File: config.mk
export PLATFORM = sky130hd
export DESIGN_NAME = hex_display_ctrl
export DESIGN_NICKNAME = d
export VERILOG_FILES = /design/src/rtl/hex_display_pkg.sv /design/src/rtl/hex_to_seg.sv /design/src/rtl/hex_display_ctrl.sv
export SDC_FILE = /design/constraint.sdc
export NUM_CORES = 1
export LEC_CHECK = 0
export ABC_AREA = 1
export CAP_MARGIN = 15
export CORE_ASPECT_RATIO = 0.8
export CORE_UTILIZATION = 59
export CTS_CLUSTER_SIZE = 20
export DETAILED_ROUTE_END_ITERATION = 8
export HOLD_SLACK_MARGIN = 0.05
export PLACE_DENSITY_LB_ADDON = 0.3
export SYNTH_ARGS = -nofsm -noshare
export SYNTH_HDL_FRONTEND = slang
export SYNTH_SLANG_ARGS = --single-unit
File: constraint.sdc
create_clock -name clk_i -period 5.1 [get_ports clk_i]
set_input_delay 0.765 -clock clk_i [delete_from_list [all_inputs] [get_ports clk_i]]
set_output_delay 0.765 -clock clk_i [all_outputs]
set_load 0.05 [all_outputs]
File: src/rtl/hex_display_pkg.sv
`default_nettype none
// ============================================================================
// Module   : hex_display_pkg
// Purpose  : Shared mode encodings and seven-segment table for hex_display_ctrl.
// Revision : 1.0 - initial release
// ============================================================================
package hex_display_pkg;

    localparam logic [1:0] MODE_STATIC = 2'b00;
    localparam logic [1:0] MODE_BLINK  = 2'b01;
    localparam logic [1:0] MODE_UP     = 2'b10;
    localparam logic [1:0] MODE_DOWN   = 2'b11;

    localparam logic [7:0] SEG_BLANK   = 8'hFF;

    // Active-low g..a patterns; entry n sits at SEG_TABLE[n].
    localparam logic [15:0][6:0] SEG_TABLE = {
        7'h0E, 7'h06, 7'h21, 7'h46, 7'h03, 7'h08, 7'h10, 7'h00,
        7'h78, 7'h02, 7'h12, 7'h19, 7'h30, 7'h24, 7'h79, 7'h40
    };

endpackage : hex_display_pkg
`default_nettype wire

File: src/rtl/hex_to_seg.sv
`default_nettype none
// ============================================================================
// Module   : hex_to_seg
// Purpose  : Nibble plus blank/dp controls to one active-low segment byte.
// Revision : 1.0 - initial release
// ============================================================================
module hex_to_seg
    import hex_display_pkg::*;
(
    input  logic [3:0] nibble_i,
    input  logic       blank_i,
    input  logic       dp_i,
    output logic [7:0] seg_o
);

    assign seg_o = {~dp_i, blank_i ? 7'h7F : SEG_TABLE[nibble_i]};

endmodule : hex_to_seg
`default_nettype wire

File: src/rtl/hex_display_ctrl.sv
`default_nettype none
// ============================================================================
// Module   : hex_display_ctrl
// Purpose  : Multi-digit hex display driver with static/blink/count modes.
// Revision : 1.0 - initial release
// ============================================================================
module hex_display_ctrl
    import hex_display_pkg::*;
#(
    parameter int NUM_DIGITS = 4,
    parameter int TICK_DIV   = 25_000_000
) (
    input  logic                    clk_i,
    input  logic                    rst_n_i,
    input  logic                    load_i,
    input  logic [4*NUM_DIGITS-1:0] data_in_i,
    input  logic [1:0]              mode_i,
    input  logic                    blank_lz_i,
    input  logic [NUM_DIGITS-1:0]   dp_mask_i,
    output logic [8*NUM_DIGITS-1:0] hex_out_o,
    output logic                    carry_o
);

    localparam int VW = 4 * NUM_DIGITS;
    localparam int PW = (TICK_DIV > 2) ? $clog2(TICK_DIV) : 1;

    logic [PW-1:0]   prescaler_q, prescaler_d;
    logic [VW-1:0]   value_q, value_d;
    logic            phase_q, phase_d;
    logic            loaded_q, loaded_d;
    logic            carry_q, carry_d;
    logic [8*NUM_DIGITS-1:0] hex_q, hex_d;

    logic                    tick;
    logic [NUM_DIGITS:0]     zero_above;
    logic [NUM_DIGITS-1:0]   blank;
    logic [8*NUM_DIGITS-1:0] seg_flat;

    assign tick = (prescaler_q == PW'(TICK_DIV - 1));

    always_comb begin
        value_d     = value_q;
        prescaler_d = tick ? '0 : prescaler_q + PW'(1);
        phase_d     = (mode_i == MODE_BLINK) ? (phase_q ^ tick) : 1'b0;
        loaded_d    = loaded_q;
        carry_d     = 1'b0;
        if (load_i) begin
            // A coincident tick is dropped: no step, no phase toggle.
            value_d     = data_in_i;
            prescaler_d = '0;
            phase_d     = 1'b0;
            loaded_d    = 1'b1;
        end else if (tick && loaded_q) begin
            if (mode_i == MODE_UP) begin
                value_d = value_q + VW'(1);
                carry_d = &value_q;
            end else if (mode_i == MODE_DOWN) begin
                value_d = value_q - VW'(1);
                carry_d = (value_q == '0);
            end
        end
    end

    // zero_above[i]: digit i and every digit left of it are zero.
    always_comb begin
        zero_above[NUM_DIGITS] = 1'b1;
        for (int i = NUM_DIGITS - 1; i >= 0; i--) begin
            zero_above[i] = zero_above[i+1] && (value_q[4*i +: 4] == 4'h0);
        end
        blank = '0;
        for (int i = 1; i < NUM_DIGITS; i++) begin
            blank[i] = blank_lz_i && zero_above[i];
        end
    end

    for (genvar g = 0; g < NUM_DIGITS; g++) begin : g_digit
        hex_to_seg u_hex_to_seg (
            .nibble_i (value_q[4*g +: 4]),
            .blank_i  (blank[g]),
            .dp_i     (dp_mask_i[g]),
            .seg_o    (seg_flat[8*g +: 8])
        );
    end

    // Display stays dark until the first value is loaded.
    always_comb begin
        hex_d = seg_flat;
        if (!loaded_q || (phase_q && (mode_i == MODE_BLINK))) begin
            hex_d = {NUM_DIGITS{SEG_BLANK}};
        end
    end

    always_ff @(posedge clk_i or negedge rst_n_i) begin
        if (!rst_n_i) begin
            prescaler_q <= '0;
            value_q     <= '0;
            phase_q     <= 1'b0;
            loaded_q    <= 1'b0;
            carry_q     <= 1'b0;
            hex_q       <= {NUM_DIGITS{SEG_BLANK}};
        end else begin
            prescaler_q <= prescaler_d;
            value_q     <= value_d;
            phase_q     <= phase_d;
            loaded_q    <= loaded_d;
            carry_q     <= carry_d;
            hex_q       <= hex_d;
        end
    end

    assign hex_out_o = hex_q;
    assign carry_o   = carry_q;

endmodule : hex_display_ctrl
`default_nettype wire

## Word level (Yosys, flattened, before mapping)

Memories as Yosys holds them, arrays and structs flattened.
Cells that the tools add are included.

| word-level totals | value |
|---|---|
| register bits | 76 |
| bits in read-only memories | 448 |
| input port bits | 26 |
| output and inout bits | 33 |
| word-level logic and storage cells | 63 |
| memories | 4 |

Memory list:

| memory | words | width | rd ports | clocked after memory_dff | wr ports | RTL line | source |
|---|---|---|---|---|---|---|---|
| (name not given) | 16 | 7 | 1 | 0 | 0 | hex_to_seg.sv:16 | `assign seg_o = {~dp_i, blank_i ? 7'h7F : SEG_TABLE[nibble_i]};` |
| (name not given) | 16 | 7 | 1 | 0 | 0 | hex_to_seg.sv:16 |  |
| (name not given) | 16 | 7 | 1 | 0 | 0 | hex_to_seg.sv:16 |  |
| (name not given) | 16 | 7 | 1 | 0 | 0 | hex_to_seg.sv:16 |  |

| operators by class | value |
|---|---|
| add/subtract/negate cells | 3 |
| magnitude comparators | 4 |
| eq/ne operators | 4 |
| muxes and demuxes | 20 |
| bitwise operators | 5 |
| reduce and logical (&&, ||, !) cells | 17 |

Operators by type and width:

| kind | number |
|---|---|
| $mux 16 | 4 |
| $mux 25 | 2 |
| $mux 7 | 7 |
| $mux 32 | 1 |
| $add 25x1->25 const B | 1 |
| $eq 25x25->1 const B | 1 |
| $lt 4x5->1 const B | 4 |
| $add 16x1->16 const B | 1 |
| $logic_not 16->1 | 1 |
| $reduce_and 16->1 | 1 |
| $sub 16x1->16 const B | 1 |
| $logic_not 4->1 | 3 |
| $logic_and 1x1->1 | 7 |
| $mux 1 | 6 |
| $eq 2x2->1 const B | 2 |
| $not 1->1 | 4 |
| $reduce_bool 3->1 | 1 |
| $eq 2x1->1 const B | 1 |
| $reduce_and 2->1 | 1 |
| $reduce_bool 2->1 | 1 |
| $logic_not 1->1 | 1 |
| $logic_or 1x1->1 | 1 |
| $xor 1x1->1 | 1 |

## Logic depth before layout (Yosys ltp)

| depth | value |
|---|---|
| word-level depth | 6 |
| gate-level depth with buffers | 14 |
| depth with buffers taken out | 14 |

## Hierarchy

A second synthesis with hierarchy kept.

| unflattened totals | value |
|---|---|
| cell total of the unflattened synthesis | 807 |
| area total of the unflattened synthesis | 5720.5 µm² |

Modules (own cells, without submodules):

| module | instances | cells an instance | area each (µm²) |
|---|---|---|---|
| hex_display_ctrl | 1 | 599 | 4529.3 |
| hex_to_seg | 4 | 52 | 297.8 |

## Worst setup path before layout

No wires, ideal clock.

| timing | value |
|---|---|
| path type | in2reg |
| from | input port mode_i[0] |
| to | register value_q[15] |
| data arrival time | 2.390 ns |
| data required time | 4.983 ns |
| setup slack | 2.593 ns |
| stages on the path | 12 |
| cells stage by stage | inv_1 > nand2_1 > ha_1 > or2_2 > nand3_1 > nand2_1 > nand2_1 > nand2_1 > nand2_1 > nand3_1 > nand2_1 > nand2_1 |

| on the way | value |
|---|---|
| longest elaborated chain between the ends | 4 |
| elaborated cells between the ends (all ways) | 7 |

RTL lines:

| item | RTL line | source |
|---|---|---|
| from (decl) | hex_display_ctrl.sv:17 | `input logic [1:0] mode_i,` |
| $eq 2x2->1 | hex_display_ctrl.sv:54 | `if (mode_i == MODE_UP) begin` |
| $mux 16 | hex_display_ctrl.sv:54 |  |
| $mux 16 | hex_display_ctrl.sv:53 | `end else if (tick && loaded_q) begin` |
| $mux 16 | hex_display_ctrl.sv:47 | `if (load_i) begin` |
| to (signal assigned) | hex_display_ctrl.sv:103 | `value_q <= value_d;` |
| to (decl) | hex_display_ctrl.sv:28 | `logic [VW-1:0] value_q, value_d;` |

Parallel ways exist; a longest one is shown, timed or not. The select of a mux whose other input is x is not followed.
A chain may end at the register's enable or synchronous reset.

## Worst setup path in the final report

| timing | value |
|---|---|
| from | input port mode_i[0] |
| to | register value_q[13] |

The elaborated chain is that of the path after synthesis.

==> run metrics <==
multiplexer share of the synthesized area 0.377%; switching power 1.01 mW; Num CTS Buffers 9; DRT Pass-1 Iters 5; Main synth FF type dfrtp_1; post-synthesis adder-cell area fraction 9.09%; syn nets 808; post-synth top area cell dfrtp_1; Longest Clk Path Bufs 2; XOR/XNOR Fraction of Synth Area 1.98%; number of synthesized flops with an enable pin 0; Placed Cells 902; largest net degree at the start of global routing 43; Clock Latency Late Sink 0.37 ns; Synth area leaders dfrtp_1 21%, dfstp_2 16%, nand2_1 15%, ha_1 8.7%, inv_1 7.0%; crit path DAT 3.29 ns; setup violators final 0; Syn. warnings 0; I/O pin count 59; post-synthesis compound-gate area fraction 8.45%; Layout Nets 865; fmax 331 MHz; Min Clock Period, post-route 3.02 ns; Seq/Total Area, Yosys 36.5%; CTS tree built; DR iter-0 viols 428; placed wire-length estimate 10.1 mm; CTS sink cnt 76; IO Port Bufs 58; grt ovf 0; Tot GR Track Use 31.3%; Chip Height 86.9 um; Distinct cells, synth 44; post-route insts no fill 918; Worst setup SP type input pin; DRC violation count after routing 0; Final TNS setup 0 ns; GP Congestion 0.928; Placed Instance Area 0.00597 sq mm; CP top delay family simple AND/OR/NAND/NOR gates; Setup CP Type input pin to flip-flop; number of global-route vias before repair 4657; vias 5133; Post-CTS Hold Buffers 0; fin area 0.00620 sq mm; Rows 30; Critical Path Slowest Stage Cell ha_1; Yosys top cell area share 20.7%; Post-Syn Area per Cell 7.14 sq um; Int Pwr 1.39 mW; final wirelength 13.7 mm; status complete, no violations; PnR Total Power 2.40 mW; most instantiated library cell after synthesis nand2_1; Worst-Margin Slew 0.810 ns; CP Buf/Inv Count 2; root buffer cell clkbuf_8; Die ar. 0.00939 sq mm; largest family of logic cells by synthesized area simple AND/OR/NAND/NOR gates; chip width 108 um; worst hold slack 0.481 ns; worst vdd ir 0.000418 V; Reg power frac 35.2%; asr flop ratio synth 100%; CP most frequent cell nand2_1; switching share of power 42.0%; DR vias/cell 5.59; Lkg Pwr 3.04 nW; Cell Area, Synth 0.00531 sq mm; worst-path cell chain clkdlybuf4s50_1 > inv_1 > nand2_1 > ha_1 > or2_2 > nand3b_1 > nand2_1 > nand2_1 > nand2_1 > nand2_1 > nand3_1 > nand2_1 > nand2_1; clock share of power 21.3%; pre-CTS worst setup slack 1.75 ns; first-pass GRT wire length 22.3 mm; Worst path max stage delay 0.55 ns; Critical Path Sink Type flip-flop; clock slew seen by the registers of the worst setup and hold paths 0.08 ns; Final Slew Violations 0; post-CTS resize count 0; final setup margin 2.08 ns; layout cells sized above 1 9.31%; utilization after layout 72.1%; area grow syn2layout 16.6%; Commonest cells post-synth 216 x nand2_1, 99 x inv_1, 81 x nor2_1; n_diodes 0; Tcrit/Tclk final 59.2%; hold crit path type input pin to asynchronous set/reset pin; Final Skew 0.00782 ns; Post-CTS Setup Inserts 0; Max-slew headroom 46.0%; initial core utilization 61.8%; initial antenna violation count 0; Synth Area in Simple Gates 34.7%; Mapped Cells 744; Logic pwr share 43.4%; final-report hold violation count 0; Pwr per Cell Area 387 mW/mm^2; unrepaired setup endpoints after global routing no; max-cap violations 0; Required @ worst endpoint 5.36 ns; Final ANT Viol Nets 0; H-tree Lvls 3; #FFs+latches synth 76; worst-path maximum fanout 18; WL per Instance 14.9 um; Core Region 0.00860 sq mm
## cell families (layout without fill, tap and decap cells)
| logic type | Yosys count | after routing |
|---|---|---|
| buf+inv | 120 | 182 |
| simple gates | 420 | 420 |
| fa+ha+maj | 38 | 38 |
| flops | 76 | 76 |
| xor+xnor | 12 | 12 |
| mux | 2 | 2 |
| compound gates | 76 | 76 |
## path summary, 6_finish.rpt
kind                              endpoint  cells after the start  slack [ns]           start
max                            value_q[13]                     13        2.08       mode_i[0]
min                        prescaler_q[12]                      1        0.48         rst_n_i
min in group clk_i                loaded_q                      1        0.53        loaded_q
max reg2reg                    value_q[12]                      9        2.93  prescaler_q[0]
min reg2reg                       loaded_q                      1        0.53        loaded_q
max in group asynchronous     hex_out_o[1]                      2        3.58         rst_n_i
## final cells by class
class                           count  area (sq um)
Clock buffer                       12           176
Fill cell                         696          2400
Multi-Input combinational cell    548          2900
Inverter                          106           398
Timing Repair Buffer               60           591
Sequential cell                    76          1940
Clock inverter                      4          51.3
Tap cell                          112           140
## sequential cells by signal, summed over array words and instances (netlist names)
register,flops
prescaler_q,25
phase_q,1
hex_out_o,32
value_q,16
loaded_q,1
carry_o,1
## layer usage
layer	GRT usage (%)	up-vias	routed length, um
li1	-	2505	-
met1	44.0	2373	6270
met2	48.1	236	6010
met3	7.03	19	1200
met4	9.59	0	199
met5	0	-	0
## placed cells by master (no fill, tap or decap), types with 23 or more instances in the layout
master             n
nand2_1          216
inv_1             99
nand3_1           65
nor3_1            23
nor2_1            81
dfstp_2           32
ha_1              37
clkdlybuf4s50_1   57
dfrtp_1           44
o21ai_0           27
a21oi_1           23
## power groups by stage
| stage | clock network (mW) | registers, mW | logic, mW |
|---|---|---|---|
| 6_report | 0.512 | 0.846 | 1.04 |
| 5_1_grt | 0.551 | 0.858 | 1.14 |
| 4_1_cts | 0.523 | 0.845 | 1.03 |
| 3_5_place_dp | 0 | 0.854 | 1.02 |
| 3_3_place_gp | 0 | 0.849 | 1.01 |
| 2_1_floorplan | 0 | 1.10 | 0.476 |
Note: power is estimated with default switching activity, not from simulation.
